$ cat src/rtl/jtdd_com_pkg.sv
// rtl/jtdd_com_pkg.sv - shared types and constants for the main/MCU communication bridge
package jtdd_com_pkg;

    localparam int COM_AW = 9;

    typedef enum logic [1:0] {
        ST_RUN     = 2'd0,
        ST_DRAIN   = 2'd1,
        ST_GRANT   = 2'd2,
        ST_RELEASE = 2'd3
    } halt_state_e;

endpackage

$ cat src/rtl/jtdd_com_ram.sv
// rtl/jtdd_com_ram.sv - communication RAM, single-port owner mux or dual-port (JTDD_COMRAM_DUALPORT_EN)
module jtdd_com_ram
    import jtdd_com_pkg::*;
#(
    parameter int AW = COM_AW
) (
    input  logic          clk,
    input  logic          rst,
    input  logic          ban_i,
    input  logic          main_we_i,
    input  logic          main_re_i,
    input  logic [AW-1:0] main_addr_i,
    input  logic [7:0]    main_wdata_i,
    output logic [7:0]    main_rdata_o,
    input  logic          mcu_we_i,
    input  logic          mcu_re_i,
    input  logic [AW-1:0] mcu_addr_i,
    input  logic [7:0]    mcu_wdata_i,
    output logic [7:0]    mcu_rdata_o
);

    logic [7:0] mem [0:(1<<AW)-1];
    logic [7:0] main_rdata_q;
    logic [7:0] mcu_rdata_q;

    assign main_rdata_o = main_rdata_q;
    assign mcu_rdata_o  = mcu_rdata_q;

`ifdef JTDD_COMRAM_DUALPORT_EN
    // Main write is applied last so it wins a same-address collision.
    always_ff @(posedge clk) begin
        if (mcu_we_i)  mem[mcu_addr_i]  <= mcu_wdata_i;
        if (main_we_i) mem[main_addr_i] <= main_wdata_i;
    end

    always_ff @(posedge clk or posedge rst) begin
        if (rst) begin
            main_rdata_q <= 8'h00;
            mcu_rdata_q  <= 8'h00;
        end else begin
            if (main_re_i)          main_rdata_q <= mem[main_addr_i];
            if (mcu_re_i && !ban_i) mcu_rdata_q  <= mem[mcu_addr_i];
        end
    end
`else
    logic [AW-1:0] addr;
    logic [7:0]    wdata;
    logic          we;

    // One physical port; the bus grant decides who drives it.
    assign addr  = ban_i ? main_addr_i  : mcu_addr_i;
    assign wdata = ban_i ? main_wdata_i : mcu_wdata_i;
    assign we    = ban_i ? main_we_i    : mcu_we_i;

    always_ff @(posedge clk) begin
        if (we) mem[addr] <= wdata;
    end

    always_ff @(posedge clk or posedge rst) begin
        if (rst) begin
            main_rdata_q <= 8'h00;
            mcu_rdata_q  <= 8'h00;
        end else begin
            if (ban_i && main_re_i)  main_rdata_q <= mem[addr];
            if (!ban_i && mcu_re_i)  mcu_rdata_q  <= mem[addr];
        end
    end
`endif

endmodule

$ cat src/rtl/jtdd_mcu_bridge.sv
// rtl/jtdd_mcu_bridge.sv - main 6809 / HD63701 halt handshake, comm RAM, NMI/IRQ glue (JTDD_COMRAM_DUALPORT_EN)
module jtdd_mcu_bridge
    import jtdd_com_pkg::*;
#(
    parameter int AW        = COM_AW,
    parameter int SYNC_HALT = 1
) (
    input  logic          clk,
    input  logic          rst,
    input  logic          cen_main,
    input  logic          cen_mcu,
    input  logic [AW-1:0] main_AB,
    input  logic [7:0]    main_dout,
    input  logic          main_RnW,
    input  logic          com_cs,
    input  logic          mcu_halt,
    input  logic          mcu_rstb,
    input  logic          mcu_nmi_set,
    output logic [7:0]    mcu_ram,
    output logic          mcu_ban,
    output logic          mcu_irqmain,
    input  logic [AW-1:0] mcu_addr,
    input  logic [7:0]    mcu_wdata,
    input  logic          mcu_wr,
    input  logic          mcu_cs,
    output logic [7:0]    mcu_rdata,
    input  logic          mcu_irq_set,
    input  logic          mcu_nmi_clr,
    output logic          mcu_nmi,
    output logic          mcu_halted
);

    halt_state_e state_q, state_d;
    logic        halt_req;
    logic        rstb_q;
    logic        nmi_set_q, nmi_q, nmi_d;
    logic        irq_set_q, irqmain_q;

    generate
        if (SYNC_HALT != 0) begin : g_sync
            logic halt_q;
            always_ff @(posedge clk or posedge rst) begin
                if (rst) halt_q <= 1'b0;
                else     halt_q <= mcu_halt;
            end
            assign halt_req = halt_q;
        end else begin : g_nosync
            assign halt_req = mcu_halt;
        end
    endgenerate

    always_ff @(posedge clk or posedge rst) begin
        if (rst) begin
            state_q   <= ST_RUN;
            rstb_q    <= 1'b1;
            nmi_set_q <= 1'b0;
            nmi_q     <= 1'b0;
            irq_set_q <= 1'b0;
            irqmain_q <= 1'b0;
        end else begin
            state_q   <= state_d;
            rstb_q    <= mcu_rstb;
            nmi_set_q <= mcu_nmi_set;
            nmi_q     <= nmi_d;
            irq_set_q <= mcu_irq_set;
            irqmain_q <= mcu_irq_set & ~irq_set_q;
        end
    end

    // MCU reset parks the bus in GRANT regardless of the clock enable.
    always_comb begin
        state_d    = state_q;
        mcu_ban    = (state_q == ST_GRANT);
        mcu_halted = (state_q != ST_RUN);
        if (!mcu_rstb) begin
            state_d = ST_GRANT;
        end else if (!rstb_q) begin
            state_d = halt_req ? ST_GRANT : ST_RELEASE;
        end else if (cen_mcu) begin
            case (state_q)
                ST_RUN:     if (halt_req) state_d = ST_DRAIN;
                ST_DRAIN: begin
                    if (!halt_req)    state_d = ST_RUN;
                    else if (!mcu_cs) state_d = ST_GRANT;
                end
                ST_GRANT:   if (!halt_req) state_d = ST_RELEASE;
                ST_RELEASE: state_d = ST_RUN;
                default:    state_d = ST_RUN;
            endcase
        end
    end

    always_comb begin
        nmi_d = nmi_q;
        if (mcu_nmi_clr)                    nmi_d = 1'b0;
        else if (mcu_nmi_set && !nmi_set_q) nmi_d = 1'b1;
    end

    assign mcu_nmi     = nmi_q;
    assign mcu_irqmain = irqmain_q;

    jtdd_com_ram #(.AW(AW)) u_ram (
        .clk          (clk),
        .rst          (rst),
        .ban_i        (mcu_ban),
        .main_we_i    (com_cs & ~main_RnW & cen_main),
        .main_re_i    (com_cs),
        .main_addr_i  (main_AB),
        .main_wdata_i (main_dout),
        .main_rdata_o (mcu_ram),
        .mcu_we_i     (mcu_cs & mcu_wr & cen_mcu & ~mcu_halted),
        .mcu_re_i     (mcu_cs),
        .mcu_addr_i   (mcu_addr),
        .mcu_wdata_i  (mcu_wdata),
        .mcu_rdata_o  (mcu_rdata)
    );

endmodule
$ cat config.mk
export PLATFORM = sky130hd
export DESIGN_NAME = jtdd_mcu_bridge
export DESIGN_NICKNAME = d
export VERILOG_FILES = /design/src/rtl/jtdd_com_pkg.sv /design/src/rtl/jtdd_com_ram.sv /design/src/rtl/jtdd_mcu_bridge.sv
export SDC_FILE = /design/constraint.sdc
export NUM_CORES = 2
export LEC_CHECK = 0
export BUFFER_PORTS_ARGS = -buffer_cell sky130_fd_sc_hd__buf_2
export CORE_ASPECT_RATIO = 0.6
export CORE_MARGIN = 2
export CORE_UTILIZATION = 54
export DETAILED_ROUTE_END_ITERATION = 6
export GPL_ROUTABILITY_DRIVEN = 0
export HOLD_SLACK_MARGIN = 0.05
export PLACE_DENSITY = 0.72
export SETUP_SLACK_MARGIN = 0.02
export SYNTH_ARGS = -nofsm -noshare
export SYNTH_HDL_FRONTEND = slang
export SYNTH_HIERARCHICAL = 1
export SYNTH_SLANG_ARGS = --single-unit
export TNS_END_PERCENT = 30
$ cat constraint.sdc
create_clock -name clk -period 6.01 [get_ports clk]
set_input_delay 0.601 -clock clk [delete_from_list [all_inputs] [get_ports clk]]
set_output_delay 0.601 -clock clk [all_outputs]
set_load 0.005 [all_outputs]
Word-level counts from Yosys, hierarchy flattened
Memories as Yosys holds them, arrays and structs flattened.
Cells that the tools add are included.
{ "totals": {"register_bits": 24, "ramBits": 4096, "output_inout_bits": 20, "word_cells": 51, "n_memories": 1} }
{ "classes": {"eq_ne": 7, "n_mux": 16, "n_bitwise": 9, "reduce_logical": 9} }
{ "mem_list": {"columns": ["memory", "words", "word_bits", "read_ports", "rd_ports_with_merged_regs", "wr", "line_no", "text"], "rows": [
  ["u_ram.mem", 512, 8, 1, 0, 1, "jtdd_com_ram.sv:22", "logic [7:0] mem [0:(1<<AW)-1];"]
]} }
{ "ops": {"columns": ["operator", "n"], "rows": [
  ["2-to-1 mux 2 bit", 7],
  ["2-to-1 mux 9 bit", 1],
  ["2-to-1 mux 8 bit", 1],
  ["inequality test 4 bit, second input constant", 2],
  ["one-hot mux 2 bit (4 select lines)", 1],
  ["AND 1 bit", 6],
  ["2-to-1 mux 1 bit", 6],
  ["inequality test 5 bit, second input constant", 1],
  ["equality test 2 bit, second input constant", 2],
  ["AND reduction 4 bit", 1],
  ["nonzero test 2 bit", 2],
  ["logical AND 1 bit", 3],
  ["inequality test 3 bit, second input constant", 1],
  ["inverter 1 bit", 3],
  ["equality test 2 x 1 -> 1 bit, second input constant", 1],
  ["logical NOT 1 bit", 2],
  ["logical NOT 2 bit", 1]
]} }

Depth between registers and ports, before layout
{ "depth": {"word_depth": 6, "depth_mapped": 14, "mapped_depth_nobuf": 9} }

Modules after synthesis
Netlist, hierarchy kept.
{ "by_module_without_submodules": {"columns": ["module", "n_inst", "cells_per_inst", "area_each_um2", "seq_area_each_um2"], "rows": [
  ["jtdd_com_ram", 1, 8787, 158861.1, 123398.3],
  ["jtdd_mcu_bridge", 1, 31, 332.8, 201.4]
]} }

Worst setup path after synthesis
Ideal clock, no wire load.
{ "synth_timing": {"path_kind": "reg-to-reg", "from": "reg state_q[0]", "to": "mem u_ram.mem[0][0] (data pin)", "arrival_time_ps": 5036, "path_slack_ps": 62, "path_stages_with_launch": 7, "path_buffers": 4, "period_less_slack_ps": 5948, "path_cell_list": "dfrtp_1 and2b_1 buf_6 buf_2 buf_2 buf_2 mux2_2"} }
{ "synth_via": {"elab_chain_cells": 2} }
{ "synth_lines": {"columns": ["element", "line_no", "text"], "rows": [
  ["from (decl)", "jtdd_mcu_bridge.sv:33", "halt_state_e state_q, state_d;"],
  ["from (signal assigned)", "jtdd_mcu_bridge.sv:61", "state_q <= state_d;"],
  ["equality test 2 bit", "jtdd_mcu_bridge.sv:73", "mcu_ban = (state_q == ST_GRANT);"],
  ["named net mcu_ban", "jtdd_mcu_bridge.sv:20", "output logic mcu_ban,"],
  ["2-to-1 mux 8 bit", "jtdd_com_ram.sv:52", "assign wdata = ban_i ? main_wdata_i : mcu_wdata_i;"],
  ["named net u_ram.wdata[0]", "jtdd_com_ram.sv:47", "logic [7:0] wdata;"],
  ["to (decl)", "jtdd_com_ram.sv:22", null]
]} }
The timed path passes the listed nets, and every way through them passes these cells.

Worst setup path after layout
{ "layout_timing": {"from": "reg state_q[0]", "to": "reg u_ram.main_rdata_q[0] (netlist: u_ram/main_rdata_o[0]), read port of u_ram.mem"} }
{ "layout_via": {"elab_chain_cells": 3} }
{ "layout_lines": {"columns": ["element", "line_no", "text"], "rows": [
  ["equality test 2 bit (*)", "jtdd_mcu_bridge.sv:73", null],
  ["2-to-1 mux 9 bit", "jtdd_com_ram.sv:51", "assign addr = ban_i ? main_addr_i : mcu_addr_i;"],
  ["memory read (512 x 8 bit)", null, null],
  ["to (decl)", "jtdd_com_ram.sv:23", "logic [7:0] main_rdata_q;"]
]} }
Every way passes the cells marked *; elsewhere a longest branch is shown, timed or not.
A chain may end at the register's enable or synchronous reset.

==> qor.yml <==
worst_setup_path:
  critical_path_arrival_ps: 6680
  slowest_stage: "mux2_8"
  critPathKind: "reg -> reg"
  rr_startpoint: "state_q[0]"
  crit_required_ps: 6750
  crit_chain: "and2b_2 > mux2_8 > buf_12 > buf_12 > mux2i_1 > o22ai_1 > nor4_1 > o22ai_1 > o21ai_0 > buf_4 > and4_1 > a31oi_1"
  r2r_setup_slack_ps: 70
  critPathCaptureType: "register"
  crit_fanout: 61
  r2r_end: "u_ram/main_rdata_o[0]"
  cpPeakStageDelay_ps: 880
  reg2reg_depth: 12
  critPathLaunchType: "register"
clock_network:
  cts_sinks: 4120
  htree_levels: 5
  cts_buffer_depth: 4
  cts_tree: "done"
  cts.clk_slew.worst_paths_ps: 70
  cts_buffers: 346
  clk_latency_ps: 910
  cts_setup_buffers: 0
  cts_root_buffer: "clkbuf_16"
grt:
  grtUsageMet3_pct: 9.005
  grt_max_degree: 173
  grt_busiest_layer: "met1"
  grtUsageMet1_pct: 40.97
  grt_first_pass_wirelength_um: 599400
  globalRouteTotalUtil_pct: 27.67
  grt_use_met2_pct: 39.12
  grt_pass1_vias: 82593
  globalRouteOverflowTotal: 0
  antenna_found_initial: 31
sta:
  tightest_slew_ps: 1344
  period_share_pct: 98.79
  hold_violations: 0
  rsz0062_at_grt: "true"
  fin_ws_ps: 72.58
  fin_crit_ps: 5937
  setup_viol: 0
  fmax_ghz: 0.1684
  drv_slew: 0
  fin_tns_setup_ps: 0
  slew_headroom_pct: 10.05
  clock_skew_ps: 55.41
placed_design:
  postPlaceCellArea_mm2: 0.1654
  dpl.hpwl_um: 253900
  place_ws_ps: 192.0
  io_buffers: 66
hold_path:
  holdPathStages: 3
  hp-start: "mcu_cs"
  hold_class: "in -> reg"
  hold_end: "state_q[1]"
detailed_routing:
  drt_wl_total_um: 423200
  viasPerCell: 6.630
  final_antenna_net_count: 0
  dr.pass1.iters: 7
  drt-initial-drc-count: 13733
  drc: 0
  wl_per_cell_um: 32.22
  route.vias.total: 87088
cells_and_area:
  fillers: 20438
  nets: 9015
  multi_input_area_mm2: 0.03341
  area_growth_pct: 10.74
  drive_gt1_share_pct: 11.32
  final_area_mm2: 0.1763
  final_common_cell: "edfxtp_1"
  utilization_pct: 60.07
  mostFrequentLayoutCells: "edfxtp_1, mux2i_1, o22ai_1"
  ff_latch_area_mm2: 0.1236
synthesis:
  yosysWarnings: 6
  synthesis.area_mm2: 0.1592
  ys_seq_area_share_pct: 77.64
  synthCells: 8818
  synth-seq-cells: 4120
  synth_edf_count: 4096
  synthArstFlopShare_pct: 0.5825
  synth_area_per_cell_um2: 18.05
  synth_ff_type: "edfxtp_1"
  syn-num-nets: 8865
  synth.distinct_cells: 54
power:
  cellPowerDensity_mw_per_mm2: 335.8
  internal_power_mw: 45.64
  seq_power_share_pct: 54.2
  cellLeakagePower_nw: 58.14
  switching_power_mw: 13.55
  p_comb_share_pct: 8.5
  swShare_pct: 22.89
  power_frac_clock_pct: 37.3
  vdd_ir_drop_max_mv: 0.2801
die:
  core_mm2: 0.2935
  die-area_mm2: 0.2993
  num_rows: 154
  die_y_um: 424.6
  io_pins: 67
  die_w_um: 705.0
  start_util_pct: 54.25
run_status:
  status: "completed"
flow_run:
  cap_violations: 0
-- per-layer routing --
layer	vias to the layer above	share of wire, %
met5	-	0.041
met4	22	3.6
met3	798	14
met2	5877	43
met1	44558	39
li1	35833	-
-- power groups by stage --
| stage | Sequential [mW] | Combinational, mW | Clock (mW) |
|---|---|---|---|
| finish | 32.1 | 5.05 | 22.1 |
| global route | 32.0 | 5.20 | 23.4 |
| CTS | 32.1 | 4.93 | 22.2 |
| detailed placement | 32.7 | 4.92 | 0 |
| global placement | 32.7 | 4.81 | 0 |
| floorplan | 32.9 | 2.85 | 0 |
-- flip-flops by register name, summed over array words and instances (netlist names), 2 cells and up --
register,flops
u_ram/mcu_rdata_o,8
state_q,2
u_ram/main_rdata_o,8
u_ram/mem,4096
-- cells by family after synthesis --
family | count (synthesis) | share of synthesized area (%)
buf+inv | 574 | 1.731
flops | 4120 | 77.64
mux | 1849 | 12.88
simple gates | 1085 | 2.972
compound gates | 1190 | 4.772
-- worst max-delay path by stage --
| stage | to | slack (ps) | from | cells past startpoint |
|---|---|---|---|---|
| final | u_ram/main_rdata_o[0] | 70 | state_q[0] | 12 |
| after global routing | u_ram/main_rdata_o[0] | 8 | state_q[0] | 12 |
| after CTS | u_ram/main_rdata_o[7] | 190 | state_q[0] | 12 |
| after detailed placement | u_ram/main_rdata_o[7] | 190 | state_q[0] | 12 |
| after global placement | u_ram/main_rdata_o[7] | 320 | state_q[0] | 12 |
| after floorplan | u_ram/mem[0][0] | 60 | state_q[0] | 6 |
-- synth_stat cells (all sizes together) (2+ instances only) --
cell | count | share of area (%)
edfxtp | 4096 | 77
mux2i | 1679 | 11
o22ai | 920 | 3.6
nor2 | 547 | 1.3
buf | 323 | 1.1
nand2 | 294 | 0.69
clkbuf | 246 | 0.58
nor4 | 172 | 0.68
mux4 | 158 | 2.2
a21oi | 85 | 0.27
o41ai | 58 | 0.32
o21ai | 56 | 0.20
a41oi | 36 | 0.20
dfrtp | 23 | 0.36
nand3 | 17 | 0.053
a31oi | 15 | 0.059
and4 | 14 | 0.077
mux2 | 12 | 0.090
nand4 | 12 | 0.047
a22oi | 5 | 0.024
inv | 5 | 0.012
or2 | 5 | 0.020
and3b | 4 | 0.022
nand2b | 4 | 0.016
nor2b | 4 | 0.016
nor3b | 3 | 0.020
a211oi | 2 | 0.0094
a22o | 2 | 0.011
a32oi | 2 | 0.011
nor3 | 2 | 0.0094
o2111ai | 2 | 0.011
o32a | 2 | 0.013
or4 | 2 | 0.0094
-- layout make-up --
| cell class | instances | area share [%] |
|---|---|---|
| inverter | 5 | 0.01065 |
| multi-input combinational | 4124 | 18.95 |
| antenna | 15 | 0.02129 |
| clock inverter | 165 | 0.8765 |
| sequential | 4120 | 70.11 |
| tap | 3900 | 2.768 |
| clock buffer | 435 | 5.222 |
| timing repair buffer | 371 | 2.036 |
-- timing repair --
| item | 4_1_cts | 5_1_grt |
|---|---|---|
| setup endpoints to repair | 0 | 3 |
| resized for setup | 0 | 1 |
| hold endpoints to repair | 32 | 0 |
| hold buffers | 7 | 0 |
-- through the flow --
step | instances | hold slack, ps | total power, mW
final | 13135 | 101.0 | 59.19
after detailed placement | 12513 | 387.9 | 37.61
after global routing | 13125 | 111.0 | 60.59
after CTS | 13120 | 54.81 | 59.23
after global placement | 12513 | 381.1 | 37.50
after floorplan | 8818 | 377.7 | 35.72
-- critical path, delay by kind of cell (launching register included) --
family / cells / cell delay (ps)
AOI/OAI and AO/OA: 4 / 1370
buffers and inverters: 3 / 930
DFF: 1 / 420
muxes: 2 / 1160
and+or+nand+nor: 3 / 1740
Power figures use the tool's default switching activity.
